### src/rtl/wb_gpio_poller.sv
// wb_gpio_poller
//   Wishbone initiator that periodically reads a GPIO responder's input-data
//   register, keeps a shadow copy of the pin state, flags changed bits and
//   raises a masked one-cycle interrupt. A valid/ready command port forwards
//   writes to the responder's output (base+1) or direction (base+2) register.
//
//   Optional feature macro: WB_GPIO_POLLER_TIMEOUT_EN
//     defined   - bus cycles without ack for timeout_cycles clocks are aborted
//                 and err pulses for one cycle.
//     undefined - the initiator waits for ack indefinitely; err is tied 0.
//
// Ports
//   clk, rst            clock, asynchronous active-high reset
//   wb_adr_o/dat_o/we_o/cyc_o/stb_o, wb_dat_i/ack_i   Wishbone initiator side
//   cmd_valid/cmd_ready/cmd_sel/cmd_data               register-write requests
//   irq_mask            per-bit interrupt enable
//   gpio_state          last polled pin value
//   change_mask         bits that changed at the last completed poll
//   irq                 one-cycle pulse on a masked change
//   err                 one-cycle pulse on a bus timeout
module wb_gpio_poller #(
  parameter int gpio_io_width  = 8,
  parameter int wb_dat_width   = 16,
  parameter int wb_adr_width   = 14,
  parameter int gpio_base      = 0,
  parameter int poll_period    = 1000,
  parameter int timeout_cycles = 15
) (
  input  logic                     clk,
  input  logic                     rst,
  output logic [wb_adr_width-1:0]  wb_adr_o,
  output logic [wb_dat_width-1:0]  wb_dat_o,
  output logic                     wb_we_o,
  output logic                     wb_cyc_o,
  output logic                     wb_stb_o,
  input  logic [wb_dat_width-1:0]  wb_dat_i,
  input  logic                     wb_ack_i,
  input  logic                     cmd_valid,
  output logic                     cmd_ready,
  input  logic                     cmd_sel,
  input  logic [gpio_io_width-1:0] cmd_data,
  input  logic [gpio_io_width-1:0] irq_mask,
  output logic [gpio_io_width-1:0] gpio_state,
  output logic [gpio_io_width-1:0] change_mask,
  output logic                     irq,
  output logic                     err
);

  localparam int CNT_W = (poll_period > 1) ? $clog2(poll_period) : 1;
  localparam logic [CNT_W-1:0] POLL_RELOAD = CNT_W'(poll_period - 1);
  localparam logic [wb_adr_width-1:0] ADR_DATA = wb_adr_width'(gpio_base);
  localparam logic [wb_adr_width-1:0] ADR_OUT  = ADR_DATA | wb_adr_width'(1);
  localparam logic [wb_adr_width-1:0] ADR_DIR  = ADR_DATA | wb_adr_width'(2);

  typedef enum logic [1:0] {IDLE, READ, WRITE} state_t;

  state_t                   state, state_nxt;
  logic                     start_rd, start_wr, busy;
  logic                     alive;         // low during and until the first edge after reset
  logic                     poll_pending;
  logic                     last_write;    // previous transaction was a WRITE
  logic                     first_done;    // a read has completed since reset
  logic [CNT_W-1:0]         poll_cnt;
  logic                     timeout_hit;
  logic [gpio_io_width-1:0] rd_new, rd_change;
  logic                     unused_dat;

  assign busy      = (state != IDLE);
  assign rd_new    = wb_dat_i[gpio_io_width-1:0];
  assign rd_change = rd_new ^ gpio_state;
  assign unused_dat = ^wb_dat_i;
  assign wb_stb_o  = wb_cyc_o;

  // A pending poll beats a command only right after a WRITE, giving strict
  // alternation under continuous command pressure.
  assign cmd_ready = alive && (state == IDLE) && !(poll_pending && last_write);

  always_comb begin
    state_nxt = state;
    start_rd  = 1'b0;
    start_wr  = 1'b0;
    case (state)
      IDLE: begin
        if (cmd_valid && cmd_ready) begin
          state_nxt = WRITE;
          start_wr  = 1'b1;
        end else if (poll_pending) begin
          state_nxt = READ;
          start_rd  = 1'b1;
        end
      end
      READ, WRITE: begin
        if (wb_ack_i || timeout_hit) state_nxt = IDLE;
      end
      default: state_nxt = IDLE;
    endcase
  end

  always_ff @(posedge clk or posedge rst) begin
    if (rst) state <= IDLE;
    else     state <= state_nxt;
  end

  // Poll timer: a second expiry while a poll is still pending is absorbed.
  always_ff @(posedge clk or posedge rst) begin
    if (rst) begin
      poll_cnt     <= POLL_RELOAD;
      poll_pending <= 1'b0;
      alive        <= 1'b0;
    end else begin
      alive <= 1'b1;
      if (poll_cnt == '0) begin
        poll_cnt     <= POLL_RELOAD;
        poll_pending <= 1'b1;
      end else begin
        poll_cnt <= poll_cnt - CNT_W'(1);
        if (start_rd) poll_pending <= 1'b0;
      end
    end
  end

  // Bus outputs and shadow state
  always_ff @(posedge clk or posedge rst) begin
    if (rst) begin
      wb_cyc_o    <= 1'b0;
      wb_we_o     <= 1'b0;
      wb_adr_o    <= '0;
      wb_dat_o    <= '0;
      last_write  <= 1'b0;
      first_done  <= 1'b0;
      gpio_state  <= '0;
      change_mask <= '0;
      irq         <= 1'b0;
    end else begin
      irq <= 1'b0;
      if (start_wr) begin
        wb_cyc_o   <= 1'b1;
        wb_we_o    <= 1'b1;
        wb_adr_o   <= cmd_sel ? ADR_DIR : ADR_OUT;
        wb_dat_o   <= wb_dat_width'(cmd_data);
        last_write <= 1'b1;
      end else if (start_rd) begin
        wb_cyc_o   <= 1'b1;
        wb_we_o    <= 1'b0;
        wb_adr_o   <= ADR_DATA;
        last_write <= 1'b0;
      end else if (busy && wb_ack_i) begin
        wb_cyc_o <= 1'b0;
        wb_we_o  <= 1'b0;
        if (state == READ) begin
          gpio_state  <= rd_new;
          change_mask <= rd_change;
          // the first read after reset only seeds the shadow copy
          irq         <= first_done && |(rd_change & irq_mask);
          first_done  <= 1'b1;
        end
      end else if (timeout_hit) begin
        wb_cyc_o <= 1'b0;
        wb_we_o  <= 1'b0;
      end
    end
  end

`ifdef WB_GPIO_POLLER_TIMEOUT_EN
  localparam int TO_W = $clog2(timeout_cycles + 1);
  logic [TO_W-1:0] to_cnt;
  logic            err_q;

  // to_cnt holds the number of busy cycles already elapsed without ack
  assign timeout_hit = busy && !wb_ack_i && (to_cnt == TO_W'(timeout_cycles - 1));
  assign err         = err_q;

  always_ff @(posedge clk or posedge rst) begin
    if (rst) begin
      to_cnt <= '0;
      err_q  <= 1'b0;
    end else begin
      err_q <= timeout_hit;
      if (!busy) to_cnt <= '0;
      else       to_cnt <= to_cnt + TO_W'(1);
    end
  end
`else
  logic unused_to;
  assign unused_to   = (timeout_cycles != 0);
  assign timeout_hit = 1'b0;
  assign err         = 1'b0;
`endif

endmodule

### config.mk
export PLATFORM = sky130hd
export DESIGN_NAME = wb_gpio_poller
export DESIGN_NICKNAME = d
export VERILOG_FILES = /design/src/rtl/wb_gpio_poller.sv
export SDC_FILE = /design/constraint.sdc
export NUM_CORES = 1
export LEC_CHECK = 0
export BUFFER_PORTS_ARGS = -buffer_cell sky130_fd_sc_hd__buf_4
export CORE_UTILIZATION = 30
export CTS_CLUSTER_DIAMETER = 120
export DETAILED_ROUTE_END_ITERATION = 7
export GPL_TIMING_DRIVEN = 0
export PLACE_DENSITY = 0.54
export REMOVE_ABC_BUFFERS = 1
export SYNTH_ARGS = -nofsm -noshare
export SYNTH_HDL_FRONTEND = slang
export SYNTH_SLANG_ARGS = --single-unit
### constraint.sdc
create_clock -name clk -period 1.55 [get_ports clk]
set_clock_uncertainty 0.1 [all_clocks]
set_input_delay 0.0775 -clock clk [delete_from_list [all_inputs] [get_ports clk]]
set_output_delay 0.0775 -clock clk [all_outputs]
set_load 0.05 [all_outputs]
==> summary.txt, run 1 <==
Global route
  • Gr usage total: 0.127
  • Vias in the first global route: 1,601
  • Initial antenna violation count: 0
  • Overflow after GRT: 0
  • Largest net degree at the start of global routing: 33
  • First-pass GRT wire length: 7310 microns

Routing
  • Routed WL per cell: 12.4 microns
  • Post-Route WL: 4720 microns
  • Drc violations: 0
  • Via count: 1,685
  • ANT nets after route: 0
  • Pre-antenna DRT Iters: 4
  • Vias/cell: 4.42
  • DR iter-0 viols: 87

Synthesis
  • Sequential area share after synthesis: 0.525
  • Area of the mapped netlist: 2160 sq um
  • Synth cell types: 37
  • Xor and xnor area share after synthesis: 0.0445
  • Mux cell area share after synthesis: 0.104
  • Post-synth EDFFs: 0
  • Post-synthesis compound-gate area fraction: 0.0786
  • Asr flop ratio synth: 1.00
  • Top FF cell, synth: dfrtp_1
  • Mean Syn Cell Area: 11.3 sq um
  • Synthesized flop and latch total: 45
  • Mapped Cells: 191
  • Largest family of logic cells by synthesized area: simple AND/OR/NAND/NOR gates
  • Post-synthesis simple-gate area fraction: 0.120
  • Adder-cell share of the synthesized area: 0.0231
  • Synth warn: 0

Floorplanning
  • Die height: 86.9 microns
  • Die area: 7560 sq um
  • Core area: 6870 sq um
  • I/O pins: 89
  • Rows: 30
  • Initial Util: 0.315
  • Die Wd: 86.9 microns

Clock network
  • Root buf cell: clkbuf_8
  • Clock Sinks: 45
  • Clock Latency Late Sink: 290 ps
  • CTS H-tree depth: 2
  • Clock buffer depth: 2
  • CTS Buf Count: 5
  • TritonCTS clock tree: done
  • Reg clk slew, reported paths: 80 ps

Run
  • Total of max-cap violations: 0

Critical path
  • Worst EP required: 1630 ps
  • Worst Path Arrival: 1650 ps
  • Worst-path cell chain: inv_2 > ha_4 > clkinvlp_4 > nand3_4 > mux2_2
  • CP peak stage delay: 400 ps
  • Critical Path End Type: flop
  • Startpoint Class: flop
  • Crit Path Max Fanout: 6
  • CP max-delay cell: dfrtp_1
  • Critical path type: flop to flop
  • Worst reg2reg path depth: 5

STA
  • RSZ-0062 raised after global routing: yes
  • Final setup violation count: 6
  • Fin worst setup slack: -16.4 ps
  • Fin. max-slew vios: 0
  • Final Hold Viols: 0
  • Fmax: 638 MHz
  • Worst hold slack: 63.1 ps
  • Crit path time final: 1570 ps
  • Crit share post-route: 1.01
  • Setup TNS: -75.8 ps

Power
  • Leak pwr: 1.48 nW
  • PD cells: 1590 nW/um^2
  • VDD IR max: 0.915 mV

Layout
  • ANT cells: 0
  • Layout cells sized above 1: 0.456
  • Non-filler cells in the finished layout: 381
  • Area grow syn2layout: 46.4%
  • Final #Nets: 325
  • Fillcell total: 673

Placement
  • HPWL Detailed: 2960 microns
  • Placer Congestion: 0.725
  • Pre-CTS setup slack: -786 ps
  • Port bufs: 59
  • Placed cells: 342

Run status
  • Failing checks: setup timing
  • Status: finished with violations

Worst hold path
  • Worst Hold Class: primary input to flop
  • Hold depth: 3
[cells in the mapped netlist, types with 2 or more instances]
| master | number | share of area |
|---|---|---|
| buf_4 | 23 | 0.080 |
| conb_1 | 2 | 0.0035 |
| xor2_1 | 5 | 0.020 |
| nor3_1 | 2 | 0.0046 |
| ha_1 | 4 | 0.023 |
| xnor2_1 | 6 | 0.024 |
| o22a_1 | 2 | 0.0081 |
| nor2b_1 | 4 | 0.012 |
| o21ai_0 | 8 | 0.018 |
| nor2_1 | 5 | 0.0087 |
| inv_1 | 10 | 0.017 |
| mux2_2 | 20 | 0.10 |
| nand3_1 | 5 | 0.012 |
| a21oi_1 | 6 | 0.014 |
| nand2_1 | 22 | 0.038 |
| dfstp_2 | 8 | 0.097 |
| buf_2 | 2 | 0.0046 |
| dfrtp_1 | 37 | 0.43 |
| and3_1 | 2 | 0.0058 |
[sequential cells by signal (all words and copies together), names as in the netlist]
signal	count
change_mask	8
wb_we_o	1
irq	1
wb_dat_o	8
poll_cnt	10
state	2
gpio_state	8
alive	1
wb_adr_o	2
wb_cyc_o	1
poll_pending	1
last_write	1
first_done	1
[worst max-delay path, delay by kind of cell, from the launching register on]
family	cells	cell delay, ps
and+or+nand+nor	1	180
muxes	1	350
DFF	1	400
buffers and inverters	2	270
adders and majority gates	1	150
[metrics by stage]
step	util	total power (W)	area, sq um
floorplan	-	0.00324	2060
global placement	0.381	0.00389	2620
detailed placement	0.384	0.00391	2640
CTS	0.448	0.00503	3080
global route	0.461	0.00529	3170
finish	0.461	0.00505	3170
[cell families after synthesis]
logic type	count (synthesis)
buffers and inverters	35
adders and majority gates	4
and+or+nand+nor	48
other	2
DFF	45
xor gates and xnor gates	11
AOI/OAI and AO/OA	26
muxes	20
[cell type report]
type | count | area [sq um] | area share
Clock buffer | 7 | 86.3 | 0.0272
Inverter | 10 | 41.3 | 0.0130
Tap cell | 96 | 120 | 0.0379
Sequential cell | 45 | 1140 | 0.359
Timing Repair Buffer | 88 | 721 | 0.227
Multi-Input combinational cell | 134 | 1030 | 0.326
Clock inverter | 1 | 30.0 | 0.00947
[per-layer routing]
layer / vias up / global-route usage / share of wire
li1: 793 / - / -
met3: 9 / 0.0360 / 0.068
met4: 0 / 0.0545 / 0.018
met2: 65 / 0.218 / 0.49
met1: 818 / 0.149 / 0.43
met5: - / 0 / 0
[power breakdown]
part	switching (W)	internal [W]	total (W)
clock network	0.000387	0.000526	0.000912
registers	0.000181	0.00146	0.00164
logic	0.00164	0.000858	0.00250
[placed cells by master, fill, tap and decap left out, drive strengths merged]
master | Yosys | layout
buf | 25 | 69
dfrtp | 37 | 37
conb | 2 | 22
nand2 | 22 | 22
mux2 | 20 | 20
dlygate4sd3 | 0 | 19
inv | 10 | 9
dfstp | 8 | 8
o21ai | 8 | 8
clkbuf | 0 | 7
nand3 | 5 | 7
xnor2 | 6 | 6
a21oi | 6 | 6
nor2 | 6 | 6
xor2 | 5 | 5
nor2b | 4 | 4
ha | 4 | 4
o22a | 2 | 2
or4 | 2 | 2
nor3 | 2 | 2
and3 | 2 | 2
nand4 | 1 | 2
nand2b | 2 | 2
clkinvlp | 0 | 1
nor4 | 1 | 1
a21boi | 1 | 1
or3 | 1 | 1
a22o | 1 | 1
o31ai | 1 | 1
o32a | 1 | 1
o2bb2ai | 1 | 1
a211oi | 1 | 1
a311oi | 1 | 1
o22ai | 1 | 1
a21o | 1 | 1
a32o | 1 | 1
bufinv | 0 | 1
[worst paths after layout]
| kind | start | end | slack [ps] |
|---|---|---|---|
| min in group asynchronous | rst | gpio_state[3] | 200 |
| worst min register to register | poll_cnt[0] | poll_cnt[0] | 360 |
| worst min-delay path | irq_mask[2] | irq | 60 |
| worst max-delay path | state[1] | gpio_state[6] | -20 |
| max in group asynchronous | rst | poll_cnt[6] | 610 |
| worst max register to register | state[1] | gpio_state[6] | -20 |
[repair_timing]
item                                    CTS  global route
pin swaps                                 5             3
endpoints found under the setup margin   33            25
hold endpoints to repair                 58             0
gates cloned                              2             1
hold buffers                             19             0
gates resized for setup                  18            14
buffers inserted                          6             3
Note: power is estimated with default switching activity, not from simulation.
==> inputs of run 2 (changes only) <==
--- a/config.mk
+++ b/config.mk
@@ -5,9 +5,10 @@
 export SDC_FILE = /design/constraint.sdc
 export NUM_CORES = 1
 export LEC_CHECK = 0
+export ABC_AREA = 1
 export BUFFER_PORTS_ARGS = -buffer_cell sky130_fd_sc_hd__buf_4
 export CORE_UTILIZATION = 30
-export CTS_CLUSTER_DIAMETER = 120
+export CTS_CLUSTER_DIAMETER = 150
 export DETAILED_ROUTE_END_ITERATION = 7
 export GPL_TIMING_DRIVEN = 0
 export PLACE_DENSITY = 0.54
==> summary.txt, run 2 <==
Synthesis
  • Synthesized flop and latch total: 45 (unchanged)
  • Asr flop ratio synth: 1.00 (unchanged)
  • Top FF cell, synth: dfrtp_1
  • Dominant cells by area after synthesis: dfrtp_1 (40%), nand2_1 (16%), dfstp_2 (9.2%)
  • Mapped Cells: 278 (+46%)
  • Post-synth EDFFs: 0 (unchanged)
  • Sequential area share after synthesis: 0.495 (-0.0303)
  • Synth top area share: 0.403 (-0.0247)
  • Count leader, synth: nand2_1
  • Synth cell types: 29 (-22%)
  • Area of the mapped netlist: 2300 sq um (+6.1%)
  • Mean Syn Cell Area: 8.26 sq um (-27%)
  • Yosys top cell by area: dfrtp_1
  • Most frequent cells after synthesis: nand2_1 (95), dfrtp_1 (37), inv_1 (32)
  • Synth warn: 0 (unchanged)

Clock network
  • CTS H-tree depth: 2 (unchanged)
  • Root buf cell: clkbuf_8
  • TritonCTS clock tree: done
  • Clock Latency Late Sink: 300 ps (about the same)
  • CTS Buf Count: 5 (unchanged)
  • Reg clk slew, reported paths: 80 ps (about the same)
  • Clock buffer depth: 2 (unchanged)
  • Clock Sinks: 45 (unchanged)

Global route
  • Vias in the first global route: 1,742 (+8.8%)
  • Initial antenna violation count: 0 (unchanged)
  • Gr usage total: 0.135 (+0.00794)
  • First-pass GRT wire length: 8010 microns (+9.6%)
  • Largest net degree at the start of global routing: 25 (-24%)
  • Overflow after GRT: 0 (unchanged)

Routing
  • Routed WL per cell: 10.8 microns (-13%)
  • Via count: 1,940 (+15%)
  • Pre-antenna DRT Iters: 4 (unchanged)
  • ANT nets after route: 0 (unchanged)
  • DR WL met3: 212 microns (-34%)
  • Length of routed met2 wiring: 2540 microns (+10%)
  • Met1 wire length: 2260 microns (+12%)
  • DR iter-0 viols: 93 (+6.9%)
  • Post-Route WL: 5080 microns (+7.5%)
  • Drc violations: 0 (unchanged)
  • Vias/cell: 4.13 (-6.7%)
  • Top Layer Used: met4

STA
  • Final setup violation count: 0 (-6)
  • Crit share post-route: 0.946 (-0.0650)
  • RSZ-0062 raised after global routing: no
  • Fmax: 682 MHz (+6.9%)
  • Final Hold Viols: 1 (+1)
  • Crit path time final: 1470 ps (-101 ps)
  • Fin. max-slew vios: 0 (unchanged)
  • Fin worst setup slack: 84.3 ps (+101 ps)
  • Worst hold slack: -1.23 ps (-64.3 ps)

Critical path
  • Worst EP required: 1370 ps (-260 ps)
  • Critical path type: flop to primary output
  • Reg2reg start: poll_cnt[0]
  • Crit Path Max Fanout: 4 (-2)
  • Worst Path Arrival: 1290 ps (-360 ps)
  • Critical Path End Type: primary output
  • CP startpoint: state[1]
  • Startpoint Class: flop

Power
  • Clock share of power: 0.126 (-0.055)
  • Comb pwr share: 0.564 (+0.069)
  • P_sw: 0.00300 W (+36%)
  • P_int: 0.00289 W (+1.6%)
  • PD cells: 1860 nW/um^2 (+17%)
  • Sw frac: 0.510 (+0.0725)
  • VDD IR max: 0.821 mV (-10%)
  • Reg power frac: 0.310 (-0.015)
  • Leak pwr: 1.68 nW (+14%)

Layout
  • Layout cells sized above 1: 0.313 (-0.143)
  • Area grow syn2layout: 37.8%
  • Max reg flops: 10 (unchanged)
  • Most frequent cells in the layout: nand2_1 (95), buf_4 (67), dfrtp_1 (37), inv_1 (27), conb_1 (22)
  • Final #Nets: 411 (+26%)
  • Most flops, register: poll_cnt
  • ANT cells: 0 (unchanged)
  • Leading cell type in the layout, fill and taps excluded: nand2_1

Run
  • Total of max-cap violations: 0 (unchanged)

Worst hold path
  • Worst Hold Class: primary input to flop
  • Hold path start: cmd_valid

Run status
  • Failing checks: hold timing
  • Status: finished with violations

Placement
  • Pre-CTS setup slack: -445 ps (+341 ps)
  • Placer Congestion: 0.752 (+3.7%)
  • Port bufs: 59 (unchanged)
  • HPWL Detailed: 3400 microns (+15%)

Floorplanning
  • Initial Util: 0.313 (-0.00175)
  • Rows: 31 (+3.3%)
  • Die Wd: 89.5 microns (+3.0%)
  • I/O pins: 89 (unchanged)
  • Core area: 7330 sq um (+6.7%)
  • Die area: 8010 sq um (+6.0%)
  • Die height: 89.5 microns (+3.0%)
[run 2: cell types whose count changed after synthesis, moves of 5 or more]
cell,delta
inv_1,+22
xor2_1,-5
nand3_1,+16
nand2_1,+73
mux2_2,-20
[run 2: worst paths after layout]
| path | slack, ps | to | depth (start not counted) |
|---|---|---|---|
| max | 80 | cmd_ready | 5 |
| min reg2reg | 370 | first_done | 1 |
| max in group asynchronous | 530 | poll_cnt[7] | 4 |
| min | -1 | last_write | 3 |
| max reg2reg | 110 | poll_cnt[7] | 6 |
| min in group asynchronous | 260 | change_mask[1] | 3 |
[run 2: power by group through the flow]
stage	clock, W	combinational [W]	sequential, W
floorplan	0	0.000908	0.00312
global placement	0	0.00309	0.00183
detailed placement	0	0.00312	0.00184
CTS	0.000772	0.00329	0.00183
global route	0.000812	0.00360	0.00189
finish	0.000741	0.00333	0.00183
[run 2: worst max-delay path, stage by stage (launching register included)]
cell,delay (ps)
dfrtp_1,400
inv_2,90
ha_4,160
nand2_2,70
a21oi_2,120
buf_6,170
[run 2: stage by stage]
step | power, W | cells | util | cell area (sq um) | TNS, ps
final | 0.00589 | 470 | 0.432 | 3170 | 0
after global routing | 0.00630 | 470 | 0.432 | 3170 | 0
after CTS | 0.00589 | 464 | 0.423 | 3100 | 0
after detailed placement | 0.00496 | 432 | 0.378 | 2770 | -4980
after global placement | 0.00492 | 431 | 0.375 | 2750 | -17210
after floorplan | 0.00403 | 273 | - | 2180 | -474
[run 2: logic make-up (layout without fill, tap and decap cells)]
kind of cell    after synthesis  count (layout)  synth area share
simple gates                141             143             0.275
fa+ha+maj                     4               4            0.0218
buf+inv                      61             132             0.145
xor+xnor                      2               2           0.00763
other cells                   2              22           0.00327
flops                        45              45             0.495
compound gates               23              23            0.0528
[run 2: timing repair]
item | in CTS | in global routing
pin swaps | 1 | 3
gates resized for setup | 7 | 5
hold buffers | 18 | 0
gates cloned | 1 | 1
endpoints found under the hold margin | 40 | 0
endpoints found under the setup margin | 23 | 8
setup buffers | 5 | 5
[run 2: layout make-up]
type	count	area, sq um
Inverter	36	141
Sequential cell	45	1140
Tap cell	99	124
Timing Repair Buffer	88	726
Fill cell	752	4170
Clock buffer	5	68.8
Multi-Input combinational cell	194	948
Clock inverter	3	21.3
[run 2: layer usage]
metal,up-vias,global-route usage
li1,998,-
met1,886,0.158
met2,52,0.241
met3,4,0.0277
met4,0,0.0563
met5,-,0
